===== src/rtl/sdram_port_arbiter.sv =====
// Two-port round-robin arbiter/sequencer in front of a single-port SDRAM controller.
// Latches the winning command, issues a one-cycle start, waits for completion or watchdog abort.
module sdram_port_arbiter #(
    parameter int ROW_W   = 12,
    parameter int COL_W   = 8,
    parameter int DATA_W  = 16,
    parameter int TIMEOUT = 255
) (
    input  logic              clk,
    input  logic              rst_n,
    input  logic              p0_req,
    input  logic              p0_we,
    input  logic [ROW_W-1:0]  p0_row,
    input  logic [COL_W-1:0]  p0_col,
    input  logic [DATA_W-1:0] p0_wdata,
    output logic              p0_done,
    output logic              p0_err,
    output logic [DATA_W-1:0] p0_rdata,
    input  logic              p1_req,
    input  logic              p1_we,
    input  logic [ROW_W-1:0]  p1_row,
    input  logic [COL_W-1:0]  p1_col,
    input  logic [DATA_W-1:0] p1_wdata,
    output logic              p1_done,
    output logic              p1_err,
    output logic [DATA_W-1:0] p1_rdata,
    output logic              mem_rd_start,
    output logic              mem_wr_start,
    output logic [ROW_W-1:0]  mem_row,
    output logic [COL_W-1:0]  mem_col,
    output logic [DATA_W-1:0] mem_wdata,
    input  logic              mem_rd_valid,
    input  logic [DATA_W-1:0] mem_rdata,
    input  logic              mem_wr_valid,
    output logic              busy,
    output logic              grant
);

    localparam int CNT_W = (TIMEOUT < 1) ? 1 : $clog2(TIMEOUT + 1);

    typedef enum logic [1:0] {
        S_IDLE,
        S_ISSUE,
        S_WAIT,
        S_DONE
    } state_e;

    state_e            state_q, state_d;
    logic              last_grant_q, last_grant_d;
    logic              grant_q, grant_d;
    logic              we_q, we_d;
    logic              err_q, err_d;
    logic [CNT_W-1:0]  cnt_q, cnt_d;
    logic [DATA_W-1:0] rdata_q, rdata_d;
    logic [ROW_W-1:0]  row_q, row_d;
    logic [COL_W-1:0]  col_q, col_d;
    logic [DATA_W-1:0] wdata_q, wdata_d;
    logic              win;
    logic              op_valid;

    always_comb begin
        state_d      = state_q;
        last_grant_d = last_grant_q;
        grant_d      = grant_q;
        we_d         = we_q;
        err_d        = err_q;
        cnt_d        = cnt_q;
        rdata_d      = rdata_q;
        row_d        = row_q;
        col_d        = col_q;
        wdata_d      = wdata_q;
        // On a tie the port that did not win last time goes next.
        win          = (p0_req && p1_req) ? ~last_grant_q : ~p0_req;
        op_valid     = we_q ? mem_wr_valid : mem_rd_valid;

        case (state_q)
            S_IDLE: begin
                if (p0_req || p1_req) begin
                    grant_d = win;
                    we_d    = win ? p1_we    : p0_we;
                    row_d   = win ? p1_row   : p0_row;
                    col_d   = win ? p1_col   : p0_col;
                    wdata_d = win ? p1_wdata : p0_wdata;
                    state_d = S_ISSUE;
                end
            end
            S_ISSUE: begin
                cnt_d   = '0;
                state_d = S_WAIT;
            end
            S_WAIT: begin
                if (op_valid) begin
                    err_d        = 1'b0;
                    rdata_d      = we_q ? '0 : mem_rdata;
                    last_grant_d = grant_q;
                    state_d      = S_DONE;
                end else if (cnt_q == CNT_W'(TIMEOUT)) begin
                    err_d        = 1'b1;
                    rdata_d      = '0;
                    last_grant_d = grant_q;
                    state_d      = S_DONE;
                end else begin
                    cnt_d = cnt_q + 1'b1;
                end
            end
            S_DONE: begin
                state_d = S_IDLE;
            end
            default: begin
                state_d = S_IDLE;
            end
        endcase
    end

    always_ff @(posedge clk or negedge rst_n) begin
        if (!rst_n) begin
            state_q      <= S_IDLE;
            last_grant_q <= 1'b1;
            grant_q      <= 1'b0;
            we_q         <= 1'b0;
            err_q        <= 1'b0;
            cnt_q        <= '0;
            rdata_q      <= '0;
            row_q        <= '0;
            col_q        <= '0;
            wdata_q      <= '0;
        end else begin
            state_q      <= state_d;
            last_grant_q <= last_grant_d;
            grant_q      <= grant_d;
            we_q         <= we_d;
            err_q        <= err_d;
            cnt_q        <= cnt_d;
            rdata_q      <= rdata_d;
            row_q        <= row_d;
            col_q        <= col_d;
            wdata_q      <= wdata_d;
        end
    end

    assign busy         = (state_q != S_IDLE);
    assign grant        = grant_q;
    assign mem_rd_start = (state_q == S_ISSUE) && !we_q;
    assign mem_wr_start = (state_q == S_ISSUE) &&  we_q;
    assign mem_row      = row_q;
    assign mem_col      = col_q;
    assign mem_wdata    = wdata_q;

    assign p0_done  = (state_q == S_DONE) && !grant_q;
    assign p1_done  = (state_q == S_DONE) &&  grant_q;
    assign p0_err   = p0_done && err_q;
    assign p1_err   = p1_done && err_q;
    assign p0_rdata = p0_done ? rdata_q : '0;
    assign p1_rdata = p1_done ? rdata_q : '0;

endmodule


===== config.mk =====
export PLATFORM = sky130hd
export DESIGN_NAME = sdram_port_arbiter
export DESIGN_NICKNAME = d
export VERILOG_FILES = /design/src/rtl/sdram_port_arbiter.sv
export SDC_FILE = /design/constraint.sdc
export NUM_CORES = 1
export LEC_CHECK = 0
export CORE_MARGIN = 2
export CORE_UTILIZATION = 43
export CTS_CLUSTER_DIAMETER = 150
export DETAILED_ROUTE_END_ITERATION = 8
export PLACE_DENSITY_LB_ADDON = 0.15
export REMOVE_ABC_BUFFERS = 1
export SETUP_SLACK_MARGIN = 0.15
export SLEW_MARGIN = 20
export SYNTH_ARGS = -nofsm -noshare
export SYNTH_HDL_FRONTEND = slang
export SYNTH_SLANG_ARGS = --single-unit

===== constraint.sdc =====
create_clock -name clk -period 3 [get_ports clk]
set_input_delay 0.6 -clock clk [delete_from_list [all_inputs] [get_ports clk]]
set_output_delay 0.6 -clock clk [all_outputs]
set_load 0.005 [all_outputs]

### Word level (Yosys, flattened, before mapping)

Index checks and enable logic that the tools add are counted.

| storage, ports and cells | value |
|---|---|
| input bits | 96 |
| memories | 0 |
| bits in latches | 0 |
| output and inout bits | 76 |
| memory bits (read-only) | 0 |
| register bits | 66 |
| memory bits (writable) | 0 |

| cells by class | value |
|---|---|
| multipliers | 0 |
| add/sub/neg operators | 1 |
| divide/modulo/power cells | 0 |
| magnitude comparators | 0 |
| shifts and indexed selects | 0 |
| equal/unequal tests | 8 |
| multiplexer cells | 22 |
| reductions and logical operators | 18 |
| bitwise logic cells | 2 |

Operators by type and width:

| kind | count |
|---|---|
| 2-to-1 mux 16 bit | 6 |
| 2-to-1 mux 8 bit | 3 |
| one-hot mux 8 bit (2 select lines) | 1 |
| 2-to-1 mux 12 bit | 1 |
| adder 8 x 1 -> 8 bit (second input constant) | 1 |
| == test 8 bit (second input constant) | 1 |
| one-hot mux 2 bit (4 select lines) | 1 |
| logical AND 1 bit | 7 |
| 2-to-1 mux 1 bit | 7 |
| 2-to-1 mux 2 bit | 3 |
| != test 2 bit (second input constant) | 3 |
| AND reduction 2 bit | 3 |
| nonzero test 2 bit | 3 |
| == test 2 bit (second input constant) | 2 |
| != test 3 bit (second input constant) | 1 |
| AND reduction 3 bit | 1 |
| == test 2 x 1 -> 1 bit (second input constant) | 1 |
| logical NOT 1 bit | 2 |
| logical NOT 2 bit | 1 |
| inverter 1 bit | 2 |
| logical OR 1 bit | 1 |

### Logic depth before layout (Yosys ltp)

| logic depth | value |
|---|---|
| word-level depth | 4 |
| mapped depth | 8 |
| mapped depth without buffers | 6 |

### Worst setup path before layout

OpenSTA, ideal clock, no wires.

| path | value |
|---|---|
| kind | reg-to-output |
| start point | reg state_q[0] |
| end point | out p0_rdata[10] |
| stages on the path, launching flop included | 5 |
| path buffers | 1 |
| slack | 1.066 ns |
| arrival | 1.334 ns |
| cell sequence | dfrtp_1 > ha_1 > nor2b_1 > clkbuf_1 > and2_1 |

| on the way | value |
|---|---|
| longest elaborated chain between the ends | 3 |

RTL lines:

| what | line | text |
|---|---|---|
| start, declared | 48 | `state_e state_q, state_d;` |
| start signal, assigned | 128 | `state_q <= state_d;` |
| == test 2 bit | 149 | `assign p0_done = (state_q == S_DONE) && !grant_q;` |
| logical AND 1 bit | 149 |  |
| via p0_done | 16 | `output logic p0_done,` |
| 2-to-1 mux 16 bit | 153 | `assign p0_rdata = p0_done ? rdata_q : '0;` |
| end, declared | 18 | `output logic [DATA_W-1:0] p0_rdata,` |

The timed path passes the listed nets, and every way through them passes these cells.

### Final worst setup path

| path | value |
|---|---|
| start point | reg state_q[0] |
| end point | out p0_rdata[10] |

| on the way | value |
|---|---|
| longest elaborated chain between the ends | 3 |

RTL lines:

| what | line |
|---|---|
| == test 2 bit | 149 |
| logical AND 1 bit | 149 |
| 2-to-1 mux 16 bit | 153 |

No other way between the ends.

==> out/results.tsv <==
metric	value	unit
Hold-fix buffers, CTS	0	
Synth Warn #	0	
initial antenna violation count	0	
Netlist Area Pre-Place	3360	um2
die width	92.5	um
sequential share of the synthesized area	0.491	
first-pass GRT wire length	14800	um
Synth top area share	0.483	
clock sinks	66	
synthesized instance count	358	
power density over the cells	790	nW/um2
number of global-route vias before repair	3132	
CTS tree	built	
critical path arrival	2.08	ns
Max Cap Viol	0	
Non-Filler Instances	630	
post-synth top area cell	dfrtp_1	
power share of the clock group	0.190	
largest net degree at the start of global routing	76	
RR Startpoint	state_q[0]	
area occupied by multi-input gates	1590	um2
Hold Crit Class	in -> async	
via count	3153	
count of cell types in the netlist	36	
Die H	92.5	um
final-report setup violation count	0	
initial DRC count	82	
Post-CTS Setup Bufs	0	
slowest stage cell, crit path	clkdlybuf4s50_1	
CP cell instances	ha_1 > buf_4 > nor2b_1 > buf_4 > and2_1 > clkdlybuf4s50_1	
GRT Residual Overflow	0	
IO Count	172	
CP Max Fanout	19	
nets	624	
Async SR Flop Fraction	1.00	
Syn Area/Cell	9.40	um2
Pre-antenna DRT Iters	4	
Final period util	0.895	
# fillers	603	
share of layout cells above drive strength 1	0.0587	
worst clock skew	0.00818	ns
r2r endpoint	last_grant_q	
Clock transition at path regs	0.07	ns
Post-synth EDFFs	0	
worst skew pair latency	0.35	ns
Worst-Margin Slew	0.791	ns
status	completed	
most frequent cells in the layout	clkdlybuf4s50_1 (170), nand2_1 (77), dfrtp_1 (65)	
Crit Path Category	reg -> out	
drt wl/cell	14.4	um
Post-DP HPWL	6800	um
Seq. cell area	1650	um2
Post-Route WL	9080	um
Switching Fraction	0.347	
switching power	1480	uW
fmax	0.373	GHz
CTS root buffer	clkbuf_8	
sequential fraction of design power	0.357	
CP dominant cell by count	buf_4	
Critical Path Sink Type	output port	
synth top area cells	dfrtp_1 (48%), mux2i_1 (12%), nand2_1 (8.6%)	
core area	7650	um2
final hold viol count	0	
Final ANT Viol Nets	0	
DIE AREA	8550	um2
Pleak	0.00253	uW
Starting Density	0.440	
Inst Count DP	614	
fin util	0.708	
Worst EP required	2.40	ns
Startpoint Class	register	
prevailing post-synth register cell	dfrtp_1	
Synth Register Bits	66	
gr usage total	0.220	
Int Power	2790	uW
H-Tree Depth	3	
diode count	0	
Port Buf Inserts	171	
GPL Wtd Cong	0.842	
Max Slew Vio Count	0	
IR drop worst, VDD	0.479	mV
post_cts resized	0	
Comb power frac	0.453	
RSZ-0062 raised after global routing	false	
commonest non-fill, non-tap cell in the layout	clkdlybuf4s50_1	
Worst R2R Path Depth	6	
area delta synth->final	61.0	%
drt via density	5.00	
Slew headroom	0.473	
row count	32	
DRC Markers	0	
CTS buffer count	9	
crit path time final	2.68	ns
Max clock buf depth	2	
CP peak stage delay	0.50	ns
Worst R2R Setup Slack	1.05	ns
-- power groups by stage --
stage	registers, uW	clock network [uW]	logic [uW]
global placement	1520	0	1900
global route	1570	876	2160
floorplan	1520	0	837
detailed placement	1530	0	1970
CTS	1530	829	1970
finish	1530	814	1940
-- worst max-delay path, delay by kind of cell, from the launching register on --
family                   cells  cell delay [ns]
flip-flops                   1             0.40
adder cells (fa/ha/maj)      1             0.16
AND/OR/NAND/NOR              2             0.29
buffers and inverters        3             0.88
-- metrics by stage --
stage                     TNS [ns]  power, uW  cell area [um2]  hold WS, ns  worst slack [ns]
after floorplan             -25.61       2360             3240        0.304            -0.684
after global placement           0       3420             5200        0.460             0.732
after detailed placement         0       3500             5200        0.468             0.665
after CTS                        0       4320             5420        0.360             0.288
after global routing             0       4610             5420        0.400             0.157
final                            0       4280             5420        0.332             0.316
-- cell usage after synthesis (all sizes together), types with 2 or more instances --
master / n
nor2: 7
nand2: 77
and3: 18
o211ai: 5
a21oi: 6
nand3: 20
buf: 8
nor2b: 2
o21ai: 42
a21o: 2
mux2i: 39
dfrtp: 65
clkbuf: 17
ha: 5
and2: 19
nand4: 3
inv: 7
-- how the worst max path moves through the flow --
stage | cells past startpoint | from | end
2_1_floorplan | 4 | p1_req | mem_col[0]
5_1_grt | 6 | state_q[0] | p0_rdata[12]
3_3_place_gp | 6 | state_q[0] | p0_rdata[0]
4_1_cts | 6 | state_q[0] | p0_rdata[10]
3_5_place_dp | 6 | state_q[0] | p0_rdata[10]
6_report | 6 | state_q[0] | p0_rdata[10]
-- routing by layer --
metal,track usage,wire (um)
met2,0.369,4360
met4,0.0821,203
met5,0,0
met1,0.254,3610
met3,0.0879,903
-- sequential cells by signal, summed over array words and instances (netlist names) --
| register | cells |
|---|---|
| last_grant_q | 1 |
| grant | 1 |
| we_q | 1 |
| err_q | 1 |
| mem_row | 12 |
| state_q | 2 |
| mem_col | 8 |
| cnt_q | 8 |
| rdata_q | 16 |
| mem_wdata | 16 |
-- cell type report --
| cell class | instances | area share |
|---|---|---|
| clock inverter | 7 | 0.0171 |
| multi-input combinational | 260 | 0.293 |
| timing repair buffer | 179 | 0.333 |
| sequential | 66 | 0.305 |
| clock buffer | 9 | 0.0229 |
| inverter | 7 | 0.00485 |
| tap | 102 | 0.0236 |
-- kinds of logic after synthesis --
family | count (synthesis) | synth area share
AO/OA/AOI/OAI | 62 | 0.110
XOR/XNOR | 1 | 0.00260
adder cells (fa/ha/maj) | 5 | 0.0186
buffers and inverters | 32 | 0.0435
flip-flops | 66 | 0.491
multiplexers | 40 | 0.119
AND/OR/NAND/NOR | 152 | 0.215
Power figures use the tool's default switching activity.
==> edit: new RTL, same settings <==
Set the parameter `COL_W` to 10 (it was 8).
--- a/src/rtl/sdram_port_arbiter.sv
+++ b/src/rtl/sdram_port_arbiter.sv
@@ -3,5 +3,5 @@
 module sdram_port_arbiter #(
     parameter int ROW_W   = 12,
-    parameter int COL_W   = 8,
+    parameter int COL_W   = 10,
     parameter int DATA_W  = 16,
     parameter int TIMEOUT = 255
Interface: changed (resized mem_col, p0_col and p1_col); port bits go from 172 to 178. The function was not compared with the original's and may differ.
==> edit against the unedited design <==
First-iteration DRC count fell by 6.1%. Area after synthesis up 4.0%. Power rose by 0.63%. Sequential cell count is 2 higher. Critical path type unchanged. Routed wire length increased by 2.5%. Setup slack lost 0.013 ns. Sequential share of layout area about the same. Clock power fell by 17%. Final cell count grew 1.4%. Largest cell class unchanged. Clock skew up 0.0039 ns. Count of clock-buffer cells in the layout is 4 higher. Cell area is 2.9% higher. Highest routed layer unchanged.
==> edit: results (changes against the unedited design) <==
TritonRoute pass-1 iters - 4 (unchanged)
Via count of the first global-routing pass - 3167 (was 3132)
Crit path max-delay cell type - sky130_fd_sc_hd__clkdlybuf4s50_1 (unchanged)
Peak supply drop - 0.415 mV (was 0.479 mV)
Signal arrival time at the worst endpoint - 2.10 ns (was 2.08 ns)
Portion of the post-synthesis area used by sequential elements - 48.7% (was 49.1%)
Via density per instance - 4.98 (was 5.00)
Global-route wire length before repair - 15200 um (was 14800 um)
Largest clock skew in the final design - 0.0121 ns (was 0.00818 ns)
Number of routed nets with antenna violations - 0 (unchanged)
Total CTS buffers - 9 (unchanged)
Initial DRC Count - 77 (was 82)
Number of H-tree levels - 3 (unchanged)
Pin count of the biggest net entering global routing - 80 (was 76)
Largest cells by area after synthesis - sky130_fd_sc_hd__dfrtp_1 48%, sky130_fd_sc_hd__mux2i_1 11%, sky130_fd_sc_hd__o21ai_0 6.7% (was sky130_fd_sc_hd__dfrtp_1 48%, sky130_fd_sc_hd__mux2i_1 12%, sky130_fd_sc_hd__nand2_1 8.6%)
Post-detail-place hpwl - 6990 um (was 6800 um)
Run status - finished, final reports clean (unchanged)
Commonest cells in the synthesized netlist - 67 x sky130_fd_sc_hd__dfrtp_1, 47 x sky130_fd_sc_hd__o21ai_0, 43 x sky130_fd_sc_hd__nand2_1 (was 77 x sky130_fd_sc_hd__nand2_1, 65 x sky130_fd_sc_hd__dfrtp_1, 39 x sky130_fd_sc_hd__mux2i_1)
Input/output buffers - 177 (was 171)
Worst-margin pin slew - 0.583 ns (was 0.791 ns)
Fraction of layout cells with a size suffix above 1 - 8.38% (was 5.87%)
Post-cts gate resize count - 0 (unchanged)
Clock latency reported for the late side of the worst-skew pair - 0.33 ns (was 0.35 ns)
Count of nets after finishing - 639 (was 624)
Overall global routing resource usage - 21.9% (was 22.0%)
Worst slack, placed - 0.625 ns (was 0.665 ns)
Cell leakage power - 2.54 nW (was 2.53 nW)
Routability cong. - 0.855 (was 0.842)
Hold Crit Class - in -> async (unchanged)
Count of cell types in the netlist - 37 (was 36)
FILL cells - 620 (was 603)
Cell chosen for the clock root - sky130_fd_sc_hd__clkbuf_8 (unchanged)
Detail-routed net length per standard cell - 14.6 um (was 14.4 um)
-- edit: per-layer routing --
layer	wire [um]	track usage (%)	up-vias
met5	0	0	-
met4	133	6.64	0
met3	953	8.91	14
met2	4550	35.8	119
met1	3670	26.5	1466
li1	-	-	1584
-- edit: worst max-delay path: cells and delay by family, from the launching register on --
family	cells	cell delay, ns
flops	1	0.39
simple gates	2	0.30
buf+inv	3	0.91
fa+ha+maj	1	0.16
-- edit: kinds of logic (layout without fill, tap and decap cells) --
kind of cell	Yosys count	in the layout	share of synthesized area, %
flip-flops	68	68	48.7
buffers and inverters	47	222	5.65
adder cells (fa/ha/maj)	5	5	1.79
AND/OR/NAND/NOR	120	120	17.4
multiplexers	43	43	12.7
AO/OA/AOI/OAI	78	78	13.6
XOR/XNOR	1	1	0.250
-- edit: final timing paths --
check                           start      endpoint  slack [ns]  depth (start not counted)
min reg2reg                mem_col[7]    mem_col[7]        0.48                          2
max reg2reg                state_q[0]    state_q[1]        1.02                          5
max in group asynchronous       rst_n  last_grant_q        2.11                          2
min                             rst_n      cnt_q[4]        0.21                          1
max                        state_q[0]   p0_rdata[5]        0.30                          6
min in group clk           mem_col[7]    mem_col[7]        0.48                          2
-- edit: metrics by stage --
step	utilization [%]	cells	hold slack [ns]	instance area [um^2]
2_1_floorplan	-	337	0.304	3380
3_3_place_gp	69.1	625	0.461	5390
6_report	71.3	639	0.213	5570
3_5_place_dp	69.1	625	0.470	5390
4_1_cts	71.3	639	0.224	5570
5_1_grt	71.3	639	0.235	5570
-- edit: layout make-up --
type | instances | area share (%)
flip-flops and latches | 68 | 30.6
clock inverters | 1 | 0.135
inverters | 22 | 1.48
repair buffers | 186 | 33.4
multi-input cells | 247 | 29.1
well taps | 102 | 2.29
clock buffers | 13 | 3.03
-- edit: where the power goes --
part / internal, mW / switching [mW] / leakage [nW]
Sequential: 1.31 / 0.240 / 0.855
Clock: 0.359 / 0.314 / 0.0876
Combinational: 1.15 / 0.928 / 1.60
Total: 2.82 / 1.48 / 2.54
